==> src/rtl/keypad_pkg.sv <==
`default_nettype none
// ============================================================================
// Module      : keypad_pkg
// Description : Shared types and constants for the 4x4 keypad scanner:
//               FSM state encoding, per-scan result encoding, special key
//               codes and the row/column to hex-code key map.
// Revision    : 1.0 - initial release
// ============================================================================
package keypad_pkg;

  typedef enum logic [1:0] {
    ST_IDLE         = 2'd0,
    ST_DEBOUNCE     = 2'd1,
    ST_PRESSED      = 2'd2,
    ST_RELEASE_WAIT = 2'd3
  } kp_state_e;

  typedef enum logic [1:0] {
    SCAN_NONE   = 2'd0,
    SCAN_SINGLE = 2'd1,
    SCAN_MULTI  = 2'd2
  } scan_result_e;

  localparam logic [3:0] KEY_ENTER = 4'hE;
  localparam logic [3:0] KEY_NEWPW = 4'hA;

  // Physical layout: row0 = 1 2 3 A, row1 = 4 5 6 B, row2 = 7 8 9 C,
  // row3 = 0 F E D (columns 0..3 left to right).
  function automatic logic [3:0] key_code(input logic [1:0] row, input logic [1:0] col);
    logic [3:0] code;
    case ({row, col})
      4'h0:    code = 4'h1;
      4'h1:    code = 4'h2;
      4'h2:    code = 4'h3;
      4'h3:    code = 4'hA;
      4'h4:    code = 4'h4;
      4'h5:    code = 4'h5;
      4'h6:    code = 4'h6;
      4'h7:    code = 4'hB;
      4'h8:    code = 4'h7;
      4'h9:    code = 4'h8;
      4'hA:    code = 4'h9;
      4'hB:    code = 4'hC;
      4'hC:    code = 4'h0;
      4'hD:    code = 4'hF;
      4'hE:    code = 4'hE;
      default: code = 4'hD;
    endcase
    return code;
  endfunction

endpackage
`default_nettype wire

==> src/rtl/key_debounce.sv <==
`default_nettype none
// ============================================================================
// Module      : key_debounce
// Description : Press/release debounce FSM driven by one result per full
//               keypad scan. Emits a single valid pulse per accepted press.
// Ports       : clk_i      - clock (rising edge)
//               rst_i      - synchronous active-high reset
//               scan_i     - strobe: result_i/code_i hold a full-scan result
//               result_i   - none / single / multi for the completed scan
//               code_i     - hex code of the key when result_i is single
//               valid_o    - one-cycle pulse when a press is accepted
//               digit_o    - last accepted code, held until the next accept
//               key_held_o - high in PRESSED or RELEASE_WAIT
// Revision    : 1.0 - initial release
// ============================================================================
module key_debounce
  import keypad_pkg::*;
#(
  parameter int DEBOUNCE_SCANS = 4
) (
  input  logic         clk_i,
  input  logic         rst_i,
  input  logic         scan_i,
  input  scan_result_e result_i,
  input  logic [3:0]   code_i,
  output logic         valid_o,
  output logic [3:0]   digit_o,
  output logic         key_held_o
);

  localparam int              CNT_W   = $clog2(DEBOUNCE_SCANS + 1);
  localparam logic [CNT_W-1:0] CNT_MAX = CNT_W'(DEBOUNCE_SCANS);
  localparam logic [CNT_W-1:0] CNT_ONE = CNT_W'(1);

  kp_state_e        state_q, state_d;
  logic [CNT_W-1:0] cnt_q, cnt_d, cnt_inc;
  logic [3:0]       cand_q, cand_d;
  logic [3:0]       digit_q, digit_d;
  logic             valid_q, valid_d;
  logic             is_single;

  always_comb begin
    // Multi-key scans behave exactly like empty scans.
    is_single = (result_i == SCAN_SINGLE);
    cnt_inc   = (cnt_q >= CNT_MAX) ? CNT_MAX : cnt_q + CNT_ONE;
    state_d   = state_q;
    cnt_d     = cnt_q;
    cand_d    = cand_q;
    digit_d   = digit_q;
    valid_d   = 1'b0;
    if (scan_i) begin
      unique case (state_q)
        ST_IDLE: begin
          if (is_single) begin
            cand_d = code_i;
            cnt_d  = CNT_ONE;
            if (CNT_ONE >= CNT_MAX) begin
              state_d = ST_PRESSED;
              digit_d = code_i;
              valid_d = 1'b1;
            end else begin
              state_d = ST_DEBOUNCE;
            end
          end
        end
        ST_DEBOUNCE: begin
          if (!is_single) begin
            state_d = ST_IDLE;
            cnt_d   = '0;
          end else if (code_i != cand_q) begin
            cand_d = code_i;
            cnt_d  = CNT_ONE;
          end else begin
            cnt_d = cnt_inc;
            if (cnt_inc >= CNT_MAX) begin
              state_d = ST_PRESSED;
              digit_d = cand_q;
              valid_d = 1'b1;
            end
          end
        end
        ST_PRESSED: begin
          if (!is_single) begin
            state_d = ST_RELEASE_WAIT;
            cnt_d   = CNT_ONE;
          end
        end
        ST_RELEASE_WAIT: begin
          if (is_single) begin
            state_d = ST_PRESSED;
          end else begin
            cnt_d = cnt_inc;
            if (cnt_inc >= CNT_MAX) begin
              state_d = ST_IDLE;
              cnt_d   = '0;
            end
          end
        end
        default: begin
          state_d = ST_IDLE;
          cnt_d   = '0;
        end
      endcase
    end
  end

  always_ff @(posedge clk_i) begin
    if (rst_i) begin
      state_q <= ST_IDLE;
      cnt_q   <= '0;
      cand_q  <= 4'h0;
      digit_q <= 4'h0;
      valid_q <= 1'b0;
    end else begin
      state_q <= state_d;
      cnt_q   <= cnt_d;
      cand_q  <= cand_d;
      digit_q <= digit_d;
      valid_q <= valid_d;
    end
  end

  assign valid_o    = valid_q;
  assign digit_o    = digit_q;
  assign key_held_o = (state_q == ST_PRESSED) || (state_q == ST_RELEASE_WAIT);

endmodule
`default_nettype wire

==> src/rtl/keypad_scanner.sv <==
`default_nettype none
// ============================================================================
// Module      : keypad_scanner
// Description : 4x4 matrix keypad scanner. Drives one column low at a time,
//               samples the rows at the end of each column period, classifies
//               each full scan and feeds the debounce FSM.
// Ports       : clk           - clock (rising edge)
//               reset         - synchronous active-high reset
//               keyPad_row    - active-low row sense lines
//               keyPad_column - column drive, exactly one bit low
//               digit         - last accepted key code
//               valid         - one-cycle pulse per accepted press
//               enter         - valid pulse for code 4'hE
//               newPassword   - valid pulse for code 4'hA
//               keyHeld       - a key is considered held
// Revision    : 1.0 - initial release
// ============================================================================
module keypad_scanner
  import keypad_pkg::*;
#(
  parameter int SCAN_DIV       = 1000,
  parameter int DEBOUNCE_SCANS = 4
) (
  input  logic       clk,
  input  logic       reset,
  input  logic [3:0] keyPad_row,
  output logic [3:0] keyPad_column,
  output logic [3:0] digit,
  output logic       valid,
  output logic       enter,
  output logic       newPassword,
  output logic       keyHeld
);

  localparam int              DIV_W    = $clog2(SCAN_DIV + 1);
  localparam logic [DIV_W-1:0] DIV_LAST = DIV_W'(SCAN_DIV - 1);
  localparam logic [DIV_W-1:0] DIV_ONE  = DIV_W'(1);

  logic [DIV_W-1:0] div_q, div_d;
  logic [1:0]       col_q, col_d;
  // Keys seen so far in the current scan: 0, 1, or 2 meaning "two or more".
  logic [1:0]       hits_q, hits_d, w_hits_acc;
  logic [3:0]       code_q, code_d;

  logic             w_sample;
  logic             w_scan_done;
  logic [3:0]       w_row_low;
  logic [2:0]       w_row_low_cnt;
  logic [1:0]       w_row_idx;
  scan_result_e     w_scan_result;

  assign w_row_low = ~keyPad_row;

  always_comb begin
    w_row_low_cnt = 3'd0;
    w_row_idx     = 2'd0;
    for (int r = 0; r < 4; r++) begin
      w_row_low_cnt = w_row_low_cnt + {2'b00, w_row_low[r]};
      if (w_row_low[r]) w_row_idx = 2'(r);
    end
  end

  always_comb begin
    w_sample    = (div_q == DIV_LAST);
    w_scan_done = w_sample && (col_q == 2'd3);
    div_d       = w_sample ? '0 : div_q + DIV_ONE;
    col_d       = w_sample ? col_q + 2'd1 : col_q;
    w_hits_acc  = hits_q;
    code_d      = code_q;
    if (w_sample) begin
      if ((w_row_low_cnt >= 3'd2) || ((w_row_low_cnt == 3'd1) && (hits_q != 2'd0))) begin
        w_hits_acc = 2'd2;
      end else if (w_row_low_cnt == 3'd1) begin
        w_hits_acc = 2'd1;
        code_d     = key_code(w_row_idx, col_q);
      end
    end
    // The result includes the column-3 sample taken on this same edge, so
    // the FSM sees the completed scan without an extra cycle of latency.
    unique case (w_hits_acc)
      2'd0:    w_scan_result = SCAN_NONE;
      2'd1:    w_scan_result = SCAN_SINGLE;
      default: w_scan_result = SCAN_MULTI;
    endcase
    hits_d = w_scan_done ? 2'd0 : w_hits_acc;
  end

  always_ff @(posedge clk) begin
    if (reset) begin
      div_q  <= '0;
      col_q  <= 2'd0;
      hits_q <= 2'd0;
      code_q <= 4'h0;
    end else begin
      div_q  <= div_d;
      col_q  <= col_d;
      hits_q <= hits_d;
      code_q <= code_d;
    end
  end

  assign keyPad_column = ~(4'b0001 << col_q);

  key_debounce #(
    .DEBOUNCE_SCANS(DEBOUNCE_SCANS)
  ) u_debounce (
    .clk_i     (clk),
    .rst_i     (reset),
    .scan_i    (w_scan_done),
    .result_i  (w_scan_result),
    .code_i    (code_d),
    .valid_o   (valid),
    .digit_o   (digit),
    .key_held_o(keyHeld)
  );

  assign enter       = valid && (digit == KEY_ENTER);
  assign newPassword = valid && (digit == KEY_NEWPW);

endmodule
`default_nettype wire

==> config.mk <==
export PLATFORM = sky130hd
export DESIGN_NAME = keypad_scanner
export DESIGN_NICKNAME = d
export VERILOG_FILES = /design/src/rtl/keypad_pkg.sv /design/src/rtl/key_debounce.sv /design/src/rtl/keypad_scanner.sv
export SDC_FILE = /design/constraint.sdc
export NUM_CORES = 1
export LEC_CHECK = 0
export CAP_MARGIN = 25
export CORE_MARGIN = 5
export CORE_UTILIZATION = 25
export CTS_BUF_LIST = sky130_fd_sc_hd__clkbuf_16
export DETAILED_ROUTE_END_ITERATION = 10
export PLACE_DENSITY = 0.44
export SKIP_CTS_REPAIR_TIMING = 1
export SLEW_MARGIN = 10
export SYNTH_ARGS = -nofsm -noshare
export SYNTH_HDL_FRONTEND = slang
export SYNTH_HIERARCHICAL = 1
export SYNTH_SLANG_ARGS = --single-unit
export TNS_END_PERCENT = 100
==> constraint.sdc <==
create_clock -name clk -period 5.6 [get_ports clk]
set_clock_uncertainty 0.1 [all_clocks]
set_input_delay 1.12 -clock clk [delete_from_list [all_inputs] [get_ports clk]]
set_output_delay 1.12 -clock clk [all_outputs]
set_load 0.01 [all_outputs]
==> results of run 1 <==
## routing by layer
metal | routed length, um | global-route usage (%) | vias to the layer above
li1 | - | - | 860
met1 | 2180 | 12.6 | 782
met2 | 2020 | 14.8 | 42
met3 | 225 | 2.56 | 2
met4 | 32 | 2.76 | 0
met5 | 0 | 0 | -
## cell usage in the layout, fill, tap and decap left out, types with 3 or more instances in the layout
cell / netlist / final
a221oi_1: 4 / 4
dfxtp_1: 32 / 32
o31ai_1: 7 / 7
nor2_1: 20 / 20
nand3_1: 4 / 4
ha_1: 12 / 12
o21ai_1: 5 / 5
clkdlybuf4s50_1: 0 / 17
clkbuf_16: 0 / 5
a21oi_1: 9 / 9
nor2b_1: 11 / 11
and3_1: 4 / 4
xnor2_1: 12 / 12
nor4b_1: 5 / 5
nor3_1: 4 / 4
o21ai_0: 7 / 7
nor3b_1: 4 / 4
nand2_1: 18 / 18
a211oi_1: 3 / 3
inv_1: 14 / 15
## stage by stage
stage	std cells	hold slack [ns]	cell area (um2)
3_5_place_dp	346	0.359	2320
2_1_floorplan	232	0.326	2070
4_1_cts	354	0.368	2480
6_report	355	0.367	2500
5_1_grt	355	0.404	2500
3_3_place_gp	346	0.350	2320
## critical path, cell delays in order
cell and delay [ns]:
clkdlybuf4s50_1 0.58, fa_1 0.44, inv_1 0.06, ha_1 0.15
inv_1 0.04, ha_1 0.30, nor3b_2 0.34, nand3_1 0.27
o21ai_0 0.28, nand2_1 0.13, xnor2_1 0.20, nand4_1 0.42
o21a_1 0.33, o31a_1 0.22
## state kept, by name (all words and copies together), names as in the netlist, named ones only
register,count
u_debounce/state_q,1
div_q,10
u_debounce/valid_o,1
col_q,2
u_debounce/cnt_q,3
u_debounce/digit_o,4
code_q,4
u_debounce/cand_q,4
hits_q,2
## worst min-delay path by stage
stage                          from                   end  slack, ns  cells past startpoint
2_1_floorplan              div_q[0]              div_q[0]       0.33                      1
3_3_place_gp               div_q[0]              div_q[0]       0.35                      1
3_5_place_dp               div_q[0]              div_q[0]       0.36                      1
4_1_cts                   code_q[2]             code_q[2]       0.37                      2
5_1_grt        u_debounce/cand_q[3]  u_debounce/cand_q[3]       0.40                      2
6_report                  code_q[2]             code_q[2]       0.37                      2
## cell type report
| cell class | count | area (um2) | share of cell area, % |
|---|---|---|---|
| sequential | 32 | 641 | 25.6 |
| multi-input combinational | 176 | 1310 | 52.5 |
| tap | 105 | 131 | 5.26 |
| timing repair buffer | 20 | 200 | 8.01 |
| inverter | 14 | 52.6 | 2.10 |
| clock buffer | 5 | 125 | 5.01 |
| clock inverter | 3 | 38.8 | 1.55 |
## cell families (layout without fill, tap and decap cells)
family / count (synthesis) / after routing / synth area share (%)
compound gates: 50 / 50 / 16.6
xor+xnor: 15 / 15 / 6.70
fa+ha+maj: 13 / 13 / 8.20
buf+inv: 24 / 42 / 5.91
flops: 32 / 32 / 30.9
mux: 4 / 4 / 2.53
simple gates: 94 / 94 / 29.1
## power breakdown
part | switching (mW) | internal, mW
Combinational | 0.0211 | 0.0152
Sequential | 0.00207 | 0.230
Clock | 0.0998 | 0.207
Total | 0.123 | 0.452
==> run_results.csv, run 1 <==
group,metric,value,unit
timing,report.final.setup_viol,0,
route,antenna_left,0,
power,pwr_density_cell,230,nW/um2
worst_setup_path,worst_setup_path_startpoint,"keyPad_row[3]",
route,routed-via-count,1686,
clock_network,cts-root-buf,"clkbuf_16",
synth,yosys_register_bits,32,
floorplan,num_rows,33,
floorplan,overall_die_area,10200,um2
synth,yosys-top-cells-area,"dfxtp_1, ha_1, xnor2_1",
worst_setup_path,critical_path_arrival,4.90,ns
synth,post-synth-top-count-cell,"dfxtp_1",
timing,tightestPinTransition,0.616,ns
grt,grt_pass1_vias,1619,
timing,setup_slack,0.759,ns
place,dp_worst_setup_slack,0.405,ns
worst_setup_path,reg2reg_setup_slack,2.54,ns
synth,sequential_element_share_of_the_synthesized_area,30.9,%
timing,totalNegativeSetupSlack,0,ns
worst_setup_path,setup.worst_path.end_class,"register",
run_status,run_status,"completed",
grt,grt_remaining_overflow,0,
worst_setup_path,r2r_start,"div_q[0]",
worst_setup_path,worst_reg_to_reg_cells,9,
floorplan,io_pins,18,
synth,ys.warnings.count,6,
synth,post_synth_net_total,251,
power,cellLeakagePower,0.935,nW
synth,main_flop_type_after_synthesis,"dfxtp_1",
route,drt-wirelength-per-cell,12.5,um
grt,grt_max_degree,31,
synth,async_reset_ff_share,0,%
floorplan,die-width,101,um
final_layout,final_util,30.7,%
final_layout,syn_to_final_growth,20.5,%
run,max_cap_violations,0,
clock_network,clk_pin_slew,0.06,ns
worst_setup_path,setup.worst_path.class,"input port to register",
synth,post_synth.cell_area_avg,8.94,um2
clock_network,cts_made_buffers,5,
worst_setup_path,reg2reg_to,"u_debounce/cnt_q[0]",
timing,min_period,4.84,ns
grt,number_of_antenna_violations_at_the_first_check_in_global_routing,0,
grt,grt_usage,9.44,%
place,finalWeightedCongestion,0.796,
clock_network,htreeDepth,2,
final_layout,final.fill_count,872,
grt,wire_length_of_the_first_global_routing_pass,7730,um
power,post-layout-total-power,0.575,mW
route,dr.pass1.iters,4,
timing,finalMaxSlewViolations,0,
final_layout,post_route_cells_drive_above_1_share,12.4,%
place,portBuffers,17,
floorplan,die_h,101,um
route,drt-total-wl,4450,um
clock_network,clk_latency,0.27,ns
timing,hold_viol_final,0,
timing,slew-limit-headroom,58.4,%
worst_setup_path,crit_path_end,"u_debounce/cnt_q[0]",
timing,layout_worst_path_cycle_share,86.4,%
synth,synthDominantAreaCellType,"dfxtp_1",
worst_setup_path,crit_path_start_kind,"input port",
place,dpl.hpwl,3290,um
route,drc_errors,0,
timing,timing.fmax,207,MHz
clock_network,clock_sinks,32,
clock_network,ctsLongestPathBuffers,2,
synth,netlist.area_leader.share,30.9,%
final_layout,antenna_cells,0,
clock_network,cts_tree,"built",
route,initialDrtViolationCount,36,
timing,rsz_0062_raised_after_global_routing,"false",
synth,yosys.cell_types.count,59,
power,ir_drop,129,uV
synth,synth_edf_count,0,
worst_setup_path,cp_max_fo,11,
worst_setup_path,cp_data_required_time,5.66,ns
synth,synthTopCellsByCount,"dfxtp_1, nor2_1, nand2_1",
final_layout,nNetsFinal,268,
route,avgViaCountPerCell,4.75,
floorplan,initial_cell_density_of_the_core,25.5,%
floorplan,floorplan.core_area,8130,um2
synth,post_synth_instance_area,2070,um2
synth,postSynthCellCount,232,
worst_hold_path,holdCritPathClass,"register to register",
No activity file was read; power rests on OpenSTA's default activity.
==> run 2, diff against run 1 <==
- CORE_ASPECT_RATIO: unset -> 2
- CORE_UTILIZATION: 25 -> 52
- PLACE_DENSITY: 0.44 -> 0.76
==> run 2 against run 1 <==
Net effect: total power fell by 9.7%; combinational power fell by 2%; via count rose by 3.7%; first-iteration DRC count fell by 17%; sequential power barely moved; sequential cell count did not move; non-clock buffer count fell by 1; clock-buffer cell count did not move; critical endpoint is now u_debounce/cand_q[1]; largest power group unchanged.
==> run_results.csv, run 2 (synthesis gave the netlist of run 1 again) <==
group,metric,value,unit
worst_setup_path,critical_path_arrival,5.11,ns
run_status,run_status,"completed",
final_layout,post_route_cells_drive_above_1_share,11.3,%
floorplan,die_h,99.3,um
timing,hold_viol_final,0,
route,highest_layer,"met4",
worst_setup_path,crit_path_start_kind,"input port",
final_layout,nNetsFinal,267,
timing,tightestPinTransition,0.622,ns
timing,totalNegativeSetupSlack,0,ns
route,detailroute.wirelength.met2,2570,um
final_layout,post-route-cell-area,2390,um2
final_layout,multiInputGateArea,1310,um2
floorplan,io_pins,18,
floorplan,floorplan.core_area,3840,um2
worst_setup_path,setup.worst_path.class,"input port to register",
worst_setup_path,cp_data_required_time,5.64,ns
power,combPwrFrac,6.8,%
place,portBuffers,17,
timing,slew-limit-headroom,58.0,%
timing,timing.fmax,197,MHz
power,p_seq_share,44.7,%
clock_network,clk_latency,0.28,ns
clock_network,clock_sinks,32,
timing,min_period,5.07,ns
route,avgViaCountPerCell,5.85,
final_layout,final_common_cell,"dfxtp_1",
timing,rsz_0062_raised_after_global_routing,"false",
final_layout,number_of_flip_flops_in_the_largest_register,10,
final_layout,final.fill_count,379,
route,drt-wirelength-per-cell,14.7,um
route,drc_errors,0,
run,max_cap_violations,0,
floorplan,initial_cell_density_of_the_core,54.0,%
worst_setup_path,cp_max_fo,11,
place,dpl-instance-area,2250,um2
route,routed-via-count,1749,
grt,wire_length_of_the_first_global_routing_pass,7130,um
grt,grt_max_degree,38,
place,finalWeightedCongestion,0.807,
clock_network,htreeDepth,2,
route,dr.pass1.iters,4,
grt,grt_remaining_overflow,0,
route,drt-total-wl,4400,um
final_layout,max_flop_register,"div_q",
power,switchingPower,0.116,mW
final_layout,antenna_cells,0,
floorplan,num_rows,32,
place,dpl.hpwl,3240,um
timing,finalMaxSlewViolations,0,
route,initialDrtViolationCount,30,
floorplan,overall_die_area,5430,um2
power,netSwitchingFraction,22.4,%
clock_network,clk_pin_slew,0.05,ns
final_layout,sequential_cell_area,641,um2
route,met1_length,1630,um
clock_network,cts-root-buf,"clkbuf_16",
grt,grt_usage,17.3,%
final_layout,syn_to_final_growth,15.0,%
timing,report.final.setup_viol,0,
power,ir_drop,206,uV
power,cellLeakagePower,0.908,nW
power,clock_power_share,48.5,%
route,met3WireLength,113,um
final_layout,final_cell_mix,"dfxtp_1, nor2_1, nand2_1",
route,antenna_left,0,
timing,fin_hold_ws,0.364,ns
grt,grt_pass1_vias,1656,
power,pwr_density_cell,218,nW/um2
clock_network,cts_made_buffers,5,
worst_hold_path,holdCritPathClass,"register to register",
power,power.internal,0.403,mW
clock_network,ctsLongestPathBuffers,2,
timing,layout_worst_path_cycle_share,90.6,%
worst_setup_path,setup.worst_path.end_class,"register",
floorplan,die-width,54.7,um
clock_network,cts_tree,"built",
grt,number_of_antenna_violations_at_the_first_check_in_global_routing,0,
-- run 2: power by group through the flow --
stage / Combinational [mW] / Clock [mW] / Sequential (mW)
3_3_place_gp: 0.0345 / 0 / 0.237
4_1_cts: 0.0354 / 0.255 / 0.232
3_5_place_dp: 0.0351 / 0 / 0.237
6_report: 0.0354 / 0.252 / 0.232
5_1_grt: 0.0388 / 0.263 / 0.232
2_1_floorplan: 0.0239 / 0 / 0.236
-- run 2: per-layer routing --
metal  vias to the layer above  global-route usage, %
li1                        865                      -
met1                       847                   17.0
met2                        28                   32.8
met3                         9                   3.60
met4                         0                   5.76
met5                         -                      0
-- run 2: final timing paths --
check,from,to,slack (ns),depth (start not counted)
setup / recovery,keyPad_row[3],u_debounce/cand_q[1],0.53,14
hold / removal,div_q[0],div_q[0],0.36,1
setup reg to reg,div_q[0],u_debounce/cand_q[1],2.33,9
hold reg to reg,div_q[0],div_q[0],0.36,1
-- run 2: metrics by stage --
step / util, % / std cells / setup slack (ns) / power [mW]
6_report: 62.1 / 299 / 0.529 / 0.519
2_1_floorplan: - / 232 / 1.40 / 0.260
3_3_place_gp: 58.6 / 292 / 0.389 / 0.271
5_1_grt: 62.1 / 299 / 0.139 / 0.534
4_1_cts: 62.1 / 299 / 0.577 / 0.523
3_5_place_dp: 58.6 / 292 / 0.352 / 0.272
-- run 2: worst max-delay path, stage by stage --
cell	delay, ns
clkdlybuf4s50_1	0.58
fa_1	0.45
inv_1	0.07
ha_1	0.16
inv_1	0.05
ha_1	0.30
nor3b_2	0.36
nand3_1	0.28
o21ai_0	0.28
nand2_1	0.13
xnor2_1	0.26
nand4_1	0.49
a221oi_1	0.47
o31ai_1	0.11
-- run 2: layout make-up --
class	count	area share, %
Multi-Input combinational cell	176	55.0
Sequential cell	32	26.8
Timing Repair Buffer	19	7.76
Clock buffer	5	5.24
Tap cell	51	2.67
Inverter	14	2.20
Clock inverter	2	0.315
